**src/rtl/three_way_lamp_ctrl_pkg.sv**
```systemverilog
// Shared encodings, lamp state type and counter-width helper for the three-way lamp controller.
package three_way_pkg;

  localparam logic [1:0] SRC_NONE = 2'd0;
  localparam logic [1:0] SRC_X1   = 2'd1;
  localparam logic [1:0] SRC_X2   = 2'd2;
  localparam logic [1:0] SRC_X3   = 2'd3;

  typedef enum logic {
    LAMP_OFF = 1'b0,
    LAMP_ON  = 1'b1
  } lamp_state_t;

  // Never returns 0 so a counter always has at least one bit.
  function automatic int cnt_width(input int n);
    return (n <= 2) ? 1 : $clog2(n);
  endfunction

endpackage

```
**src/rtl/three_way_lamp_ctrl_debounce.sv**
```systemverilog
// One switch channel: 2-flop synchroniser, saturating debounce counter, accepted level
// and a one-cycle request pulse on the cycle a new level is accepted.
module switch_debounce
  import three_way_pkg::*;
#(
  parameter int DEBOUNCE_CYCLES = 4
) (
  input  logic clk,
  input  logic rst_n,
  input  logic raw_i,
  output logic req_o
);

  localparam int CW = cnt_width(DEBOUNCE_CYCLES);
  localparam logic [CW-1:0] CNT_LAST = CW'(DEBOUNCE_CYCLES - 1);

  logic          sync1_q, sync2_q;
  logic          level_q, level_d;
  logic          req_q, req_d;
  logic [CW-1:0] cnt_q, cnt_d;

  always_comb begin
    level_d = level_q;
    req_d   = 1'b0;
    cnt_d   = '0;
    // Any cycle of agreement clears the count, dropping short glitches.
    if (sync2_q != level_q) begin
      if (cnt_q == CNT_LAST) begin
        level_d = sync2_q;
        req_d   = 1'b1;
      end else if (cnt_q < CNT_LAST) begin
        cnt_d = cnt_q + CW'(1);
      end else begin
        cnt_d = cnt_q;
      end
    end
  end

  always_ff @(posedge clk or negedge rst_n) begin
    if (!rst_n) begin
      sync1_q <= 1'b0;
      sync2_q <= 1'b0;
      level_q <= 1'b0;
      req_q   <= 1'b0;
      cnt_q   <= '0;
    end else begin
      sync1_q <= raw_i;
      sync2_q <= sync1_q;
      level_q <= level_d;
      req_q   <= req_d;
      cnt_q   <= cnt_d;
    end
  end

  assign req_o = req_q;

endmodule

```
**src/rtl/three_way_lamp_ctrl.sv**
```systemverilog
// Three-way lamp controller: debounces three raw switches and toggles the lamp on the
// parity of accepted toggles. Optional idle auto-off enabled by macro AUTO_OFF_EN.
module three_way_lamp_ctrl
  import three_way_pkg::*;
#(
  parameter int DEBOUNCE_CYCLES = 4,
  parameter int TIMEOUT_CYCLES  = 20
) (
  input  logic       clk,
  input  logic       rst_n,
  input  logic       x1,
  input  logic       x2,
  input  logic       x3,
  output logic       f,
  output logic       toggle_evt,
  output logic [1:0] src
);

  if (DEBOUNCE_CYCLES < 2 || TIMEOUT_CYCLES < 1) begin : g_param_check
    $error("three_way_lamp_ctrl: DEBOUNCE_CYCLES must be >= 2 and TIMEOUT_CYCLES >= 1");
  end

  logic [2:0] raw_w;
  logic [2:0] req_w;

  assign raw_w = {x3, x2, x1};

  for (genvar gi = 0; gi < 3; gi++) begin : g_sw
    switch_debounce #(
      .DEBOUNCE_CYCLES(DEBOUNCE_CYCLES)
    ) u_sw (
      .clk  (clk),
      .rst_n(rst_n),
      .raw_i(raw_w[gi]),
      .req_o(req_w[gi])
    );
  end

  lamp_state_t state_q, state_d;
  logic        toggle_q, toggle_d;
  logic [1:0]  src_q, src_d;
  logic        any_req;
  logic        parity;
  logic [1:0]  lowest_src;

  assign any_req = |req_w;
  assign parity  = ^req_w;

  always_comb begin
    if (req_w[0])      lowest_src = SRC_X1;
    else if (req_w[1]) lowest_src = SRC_X2;
    else               lowest_src = SRC_X3;
  end

`ifdef AUTO_OFF_EN
  localparam int IW = cnt_width(TIMEOUT_CYCLES + 1);
  localparam logic [IW-1:0] IDLE_LAST = IW'(TIMEOUT_CYCLES - 1);
  logic [IW-1:0] idle_q, idle_d;
`endif

  always_comb begin
    state_d  = state_q;
    toggle_d = 1'b0;
    src_d    = src_q;
`ifdef AUTO_OFF_EN
    idle_d   = idle_q;
`endif
    // Cancelling requests still record their source even though the lamp holds.
    if (any_req) begin
      src_d = lowest_src;
      if (parity) begin
        state_d  = (state_q == LAMP_ON) ? LAMP_OFF : LAMP_ON;
        toggle_d = 1'b1;
      end
    end
`ifdef AUTO_OFF_EN
    // A request in the timeout cycle reloads the timer and suppresses the timeout.
    if (any_req) begin
      idle_d = '0;
    end else if (state_q == LAMP_ON) begin
      if (idle_q == IDLE_LAST) begin
        state_d = LAMP_OFF;
        src_d   = SRC_NONE;
        idle_d  = '0;
      end else begin
        idle_d = idle_q + IW'(1);
      end
    end
`endif
  end

  always_ff @(posedge clk or negedge rst_n) begin
    if (!rst_n) begin
      state_q  <= LAMP_OFF;
      toggle_q <= 1'b0;
      src_q    <= SRC_NONE;
    end else begin
      state_q  <= state_d;
      toggle_q <= toggle_d;
      src_q    <= src_d;
    end
  end

`ifdef AUTO_OFF_EN
  always_ff @(posedge clk or negedge rst_n) begin
    if (!rst_n) begin
      idle_q <= '0;
    end else begin
      idle_q <= idle_d;
    end
  end
`endif

  assign f          = (state_q == LAMP_ON);
  assign toggle_evt = toggle_q;
  assign src        = src_q;

endmodule
```
**config.mk**
```make
export PLATFORM = sky130hd
export DESIGN_NAME = three_way_lamp_ctrl
export DESIGN_NICKNAME = d
export VERILOG_FILES = /design/src/rtl/three_way_lamp_ctrl_pkg.sv /design/src/rtl/three_way_lamp_ctrl_debounce.sv /design/src/rtl/three_way_lamp_ctrl.sv
export SDC_FILE = /design/constraint.sdc
export NUM_CORES = 1
export LEC_CHECK = 0
export CORE_MARGIN = 1
export CORE_UTILIZATION = 46
export CTS_CLUSTER_DIAMETER = 30
export DETAILED_ROUTE_END_ITERATION = 7
export GPL_TIMING_DRIVEN = 0
export PLACE_DENSITY = 0.71
export SLEW_MARGIN = 20
export SYNTH_ARGS = -nofsm -noshare
export SYNTH_HDL_FRONTEND = slang
export SYNTH_SLANG_ARGS = --single-unit
```
**constraint.sdc**
```tcl
create_clock -name clk -period 1.3 [get_ports clk]
set_clock_uncertainty 0.15 [all_clocks]
set_input_delay 0.325 -clock clk [delete_from_list [all_inputs] [get_ports clk]]
set_output_delay 0.325 -clock clk [all_outputs]
set_load 0.005 [all_outputs]
```
==> results.py <==
metrics = {
    "yosys": {
        "synth_cells": 52,
        "synth_seq_cells": 22,
        "synth_simple_gate_area_share_pct": 10.09,
        "netlist_top_cells_count": "22 x dfrtp_1, 6 x and2_1, 5 x ha_1",
        "synth_fp_nets": 62,
        "synthDominantCellAreaShare_pct": 69.40,
        "post_synth_instance_area_um2": 793.3,
        "dominantRegCellSynth": "dfrtp_1",
        "muxShareOfSynthArea_pct": 5.994,
        "synthArstFlopShare_pct": 100.0,
        "main_combinational_cell_family_by_area_after_synthesis": "simple AND/OR/NAND/NOR gates",
        "post_synth_num_cell_types": 11,
        "synth.top_cells.by_area": "dfrtp_1 69%, ha_1 7.9%, and2_1 4.7%",
        "synth_most_common_cell": "dfrtp_1",
        "synth_enable_flop_cells": 0,
        "top_cell_type_by_total_area_after_synthesis": "dfrtp_1",
        "xor_xnor_fraction_of_synth_area_pct": 4.416,
        "synth_area_in_compound_gates_pct": 1.262,
        "post_synthesis_share_of_cell_area_spent_on_full_adders_half_adders_and_majority_gates_pct": 7.886,
        "yosys_warnings": 0,
        "syn_area_per_cell_um2": 15.26,
        "synth.yosys.seq_area_share_pct": 69.40,
    },
    "grt": {
        "grt_pass1_wl_mm": 1.725,
        "grt_overflow": 0,
        "globalRouteTotalUtil_pct": 12.66,
        "pin_count_of_the_biggest_net_entering_global_routing": 23,
        "first_global_vias": 441,
        "grt_antenna_before_repair": 0,
    },
    "outcome": {
        "violated_checks": "setup timing",
        "status": "finished, violations left",
    },
    "sta": {
        "max_freq_ghz": 0.7515,
        "setup_repair_after_global_routing_missed_its_margin": "true",
        "worstMarginPinSlew_ns": 0.9243,
        "layout_setup_ws_ns": -0.03066,
        "report.final.hold_viol_count": 0,
        "finalCriticalPeriod_ns": 1.331,
        "finalMaxSlewViolations": 0,
        "finalHoldWorstSlack_ns": 0.1215,
        "setup-violations-final": 1,
        "period_share_pct": 102.4,
        "maxSlewHeadroom_pct": 38.38,
    },
    "critical_path": {
        "cp-start-kind": "flip-flop",
        "cp_data_arrival_time_ns": 1.41,
        "setup.worst_path.class": "reg2reg",
        "worstPathMaxFanout": 2,
        "crit_path_end_kind": "flip-flop",
        "cp_data_required_time_ns": 1.37,
    },
    "clocking": {
        "cts_buffer_depth": 2,
        "worst_setup_hold_path_clk_slew_ns": 0.11,
        "clk_root_buffer_cell": "clkbuf_4",
        "sink_count": 22,
        "tritoncts": "yes",
        "tritoncts.num_buffers": 3,
        "clk_latency_ns": 0.29,
        "htree_levels": 1,
    },
    "final_layout": {
        "final_nets": 81,
        "layout-drive-gt1-share_pct": 27.54,
        "num_antenna_cells": 0,
        "area.growth.synth_to_final_pct": 20.03,
        "instances_no_fill": 85,
    },
    "floorplanning": {
        "dieArea_um2": 1894,
        "chipWidth_um": 43.53,
        "die_y_um": 43.53,
        "fp.coreArea_um2": 1559,
        "initial_utilization_pct": 50.88,
        "io-pin-count": 9,
        "number_of_rows_created_at_floorplan": 14,
    },
    "pwr": {
        "power-per-cell-area_nw_per_um2": 1824,
        "vdd_drop_max_uv": 1163,
        "power.static_leakage_nw": 0.4627,
    },
    "route": {
        "route.detailed.wl_per_inst_um": 11.12,
        "num_vias": 407,
        "detailedRoute.firstPassIterationCount": 4,
        "ant_nets": 0,
        "detail_route.vias_per_cell": 4.788,
        "postRouteWirelength_um": 945,
        "drt_first_iter_violations": 2,
        "drc_errors": 0,
    },
    "place": {
        "placed_cells_incl_taps": 76,
        "io_buffers": 8,
        "gp_congestion": 0.6820,
        "sum_of_net_half_perimeters_after_detailed_placement_um": 575.6,
    },
    "flow_run": {
        "maxCapViolations": 0,
    },
    "hold_path": {
        "hold_path.class": "in2async",
    },
}
## final cells by class
type	count	area, um^2
inverters	2	7.507
well taps	16	20.02
clock buffers	3	22.52
flip-flops and latches	22	550.5
fillers	120	606.8
multi-input cells	28	247.7
repair buffers	14	103.9
## where the power goes
part / total, W / internal (W) / switching [W]
Sequential: 0.000974 / 0.000878 / 0.0000961
Combinational: 0.000474 / 0.000282 / 0.000192
Clock: 0.000289 / 0.000108 / 0.000181
Total: 0.00174 / 0.00127 / 0.000470
## state kept, by name, summed over array words and instances, names as in the netlist
| signal | count |
|---|---|
| g_sw.u_sw.cnt_q | 6 |
| g_sw.u_sw.level_q | 3 |
| g_sw.u_sw.req_o | 3 |
| g_sw.u_sw.sync1_q | 3 |
| g_sw.u_sw.sync2_q | 3 |
| src | 2 |
| f | 1 |
| toggle_evt | 1 |
## final timing paths
check	from	end	slack [ns]	cells after the start
max in group asynchronous	rst_n	g_sw[0].u_sw.level_q$_DFFE_PN0P_	0.32	1
min in group clk	g_sw[0].u_sw.sync1_q$_DFF_PN0_	g_sw[0].u_sw.sync2_q$_DFF_PN0_	0.21	0
worst min register to register	g_sw[0].u_sw.sync1_q$_DFF_PN0_	g_sw[0].u_sw.sync2_q$_DFF_PN0_	0.21	0
worst max-delay path	g_sw[1].u_sw.req_o$_DFF_PN0_	f$_DFFE_PN0P_	-0.03	5
worst min-delay path	rst_n	src[0]$_DFFE_PN0P_	0.12	1
worst max register to register	g_sw[1].u_sw.req_o$_DFF_PN0_	f$_DFFE_PN0P_	-0.03	5
## through the flow
stage / utilization [%] / worst slack, ns / total power (W) / setup TNS, ns / area, um^2
finish: 61.08 / -0.03066 / 0.001737 / -0.03066 / 952.2
global route: 61.08 / -0.08563 / 0.001878 / -0.1459 / 952.2
CTS: 59.95 / -0.06699 / 0.001746 / -0.07097 / 934.6
detailed placement: 57.30 / -0.3652 / 0.001457 / -8.061 / 893.4
global placement: 57.30 / -0.3630 / 0.001430 / -8.007 / 893.4
floorplan: - / 0.03236 / 0.001267 / 0 / 793.3
## metal layers
layer | vias up | GRT usage [%] | wire [um]
met2 | 11 | 21.52 | 439
met5 | - | 0 | 0
met1 | 190 | 14.85 | 447
met4 | 0 | 7.500 | 9
met3 | 2 | 2.500 | 48
li1 | 204 | - | -
## worst max-delay path: stages, from the launching register on
cell and delay (ns):
dfrtp_1 0.37, inv_1 0.07, ha_4 0.27, nand2b_1 0.06
mux2i_2 0.19, xor2_1 0.16
## repair_timing
item / CTS / global route
pin swaps: 2 / 2
buffers inserted: 3 / 3
hold buffers: 0 / 0
gates resized for setup: 16 / 1
cloned: 0 / 0
setup endpoints to repair: 27 / 4
## cell usage in the layout, fill, tap and decap left out
| master | count |
|---|---|
| inv_1 | 1 |
| clkbuf_2 | 1 |
| dfrtp_1 | 22 |
| xor2_1 | 4 |
| a21oi_1 | 2 |
| clkbuf_4 | 3 |
| buf_2 | 3 |
| dlygate4sd2_1 | 1 |
| nand2b_1 | 2 |
| ha_1 | 4 |
| and2_1 | 6 |
| inv_2 | 1 |
| mux2_2 | 3 |
| buf_4 | 6 |
| nor3b_1 | 3 |
| nor2_1 | 2 |
| mux2i_2 | 1 |
| ha_4 | 1 |
| clkdlybuf4s50_1 | 3 |
## cell families (layout without fill, tap and decap cells)
family                   count (synthesis)  after routing
adder cells (fa/ha/maj)                  5              5
AO/OA/AOI/OAI                            2              2
multiplexers                             4              4
XOR/XNOR                                 4              4
flip-flops                              22             22
AND/OR/NAND/NOR                         13             13
buffers and inverters                    2             19
(Power assumes the default switching activity.)
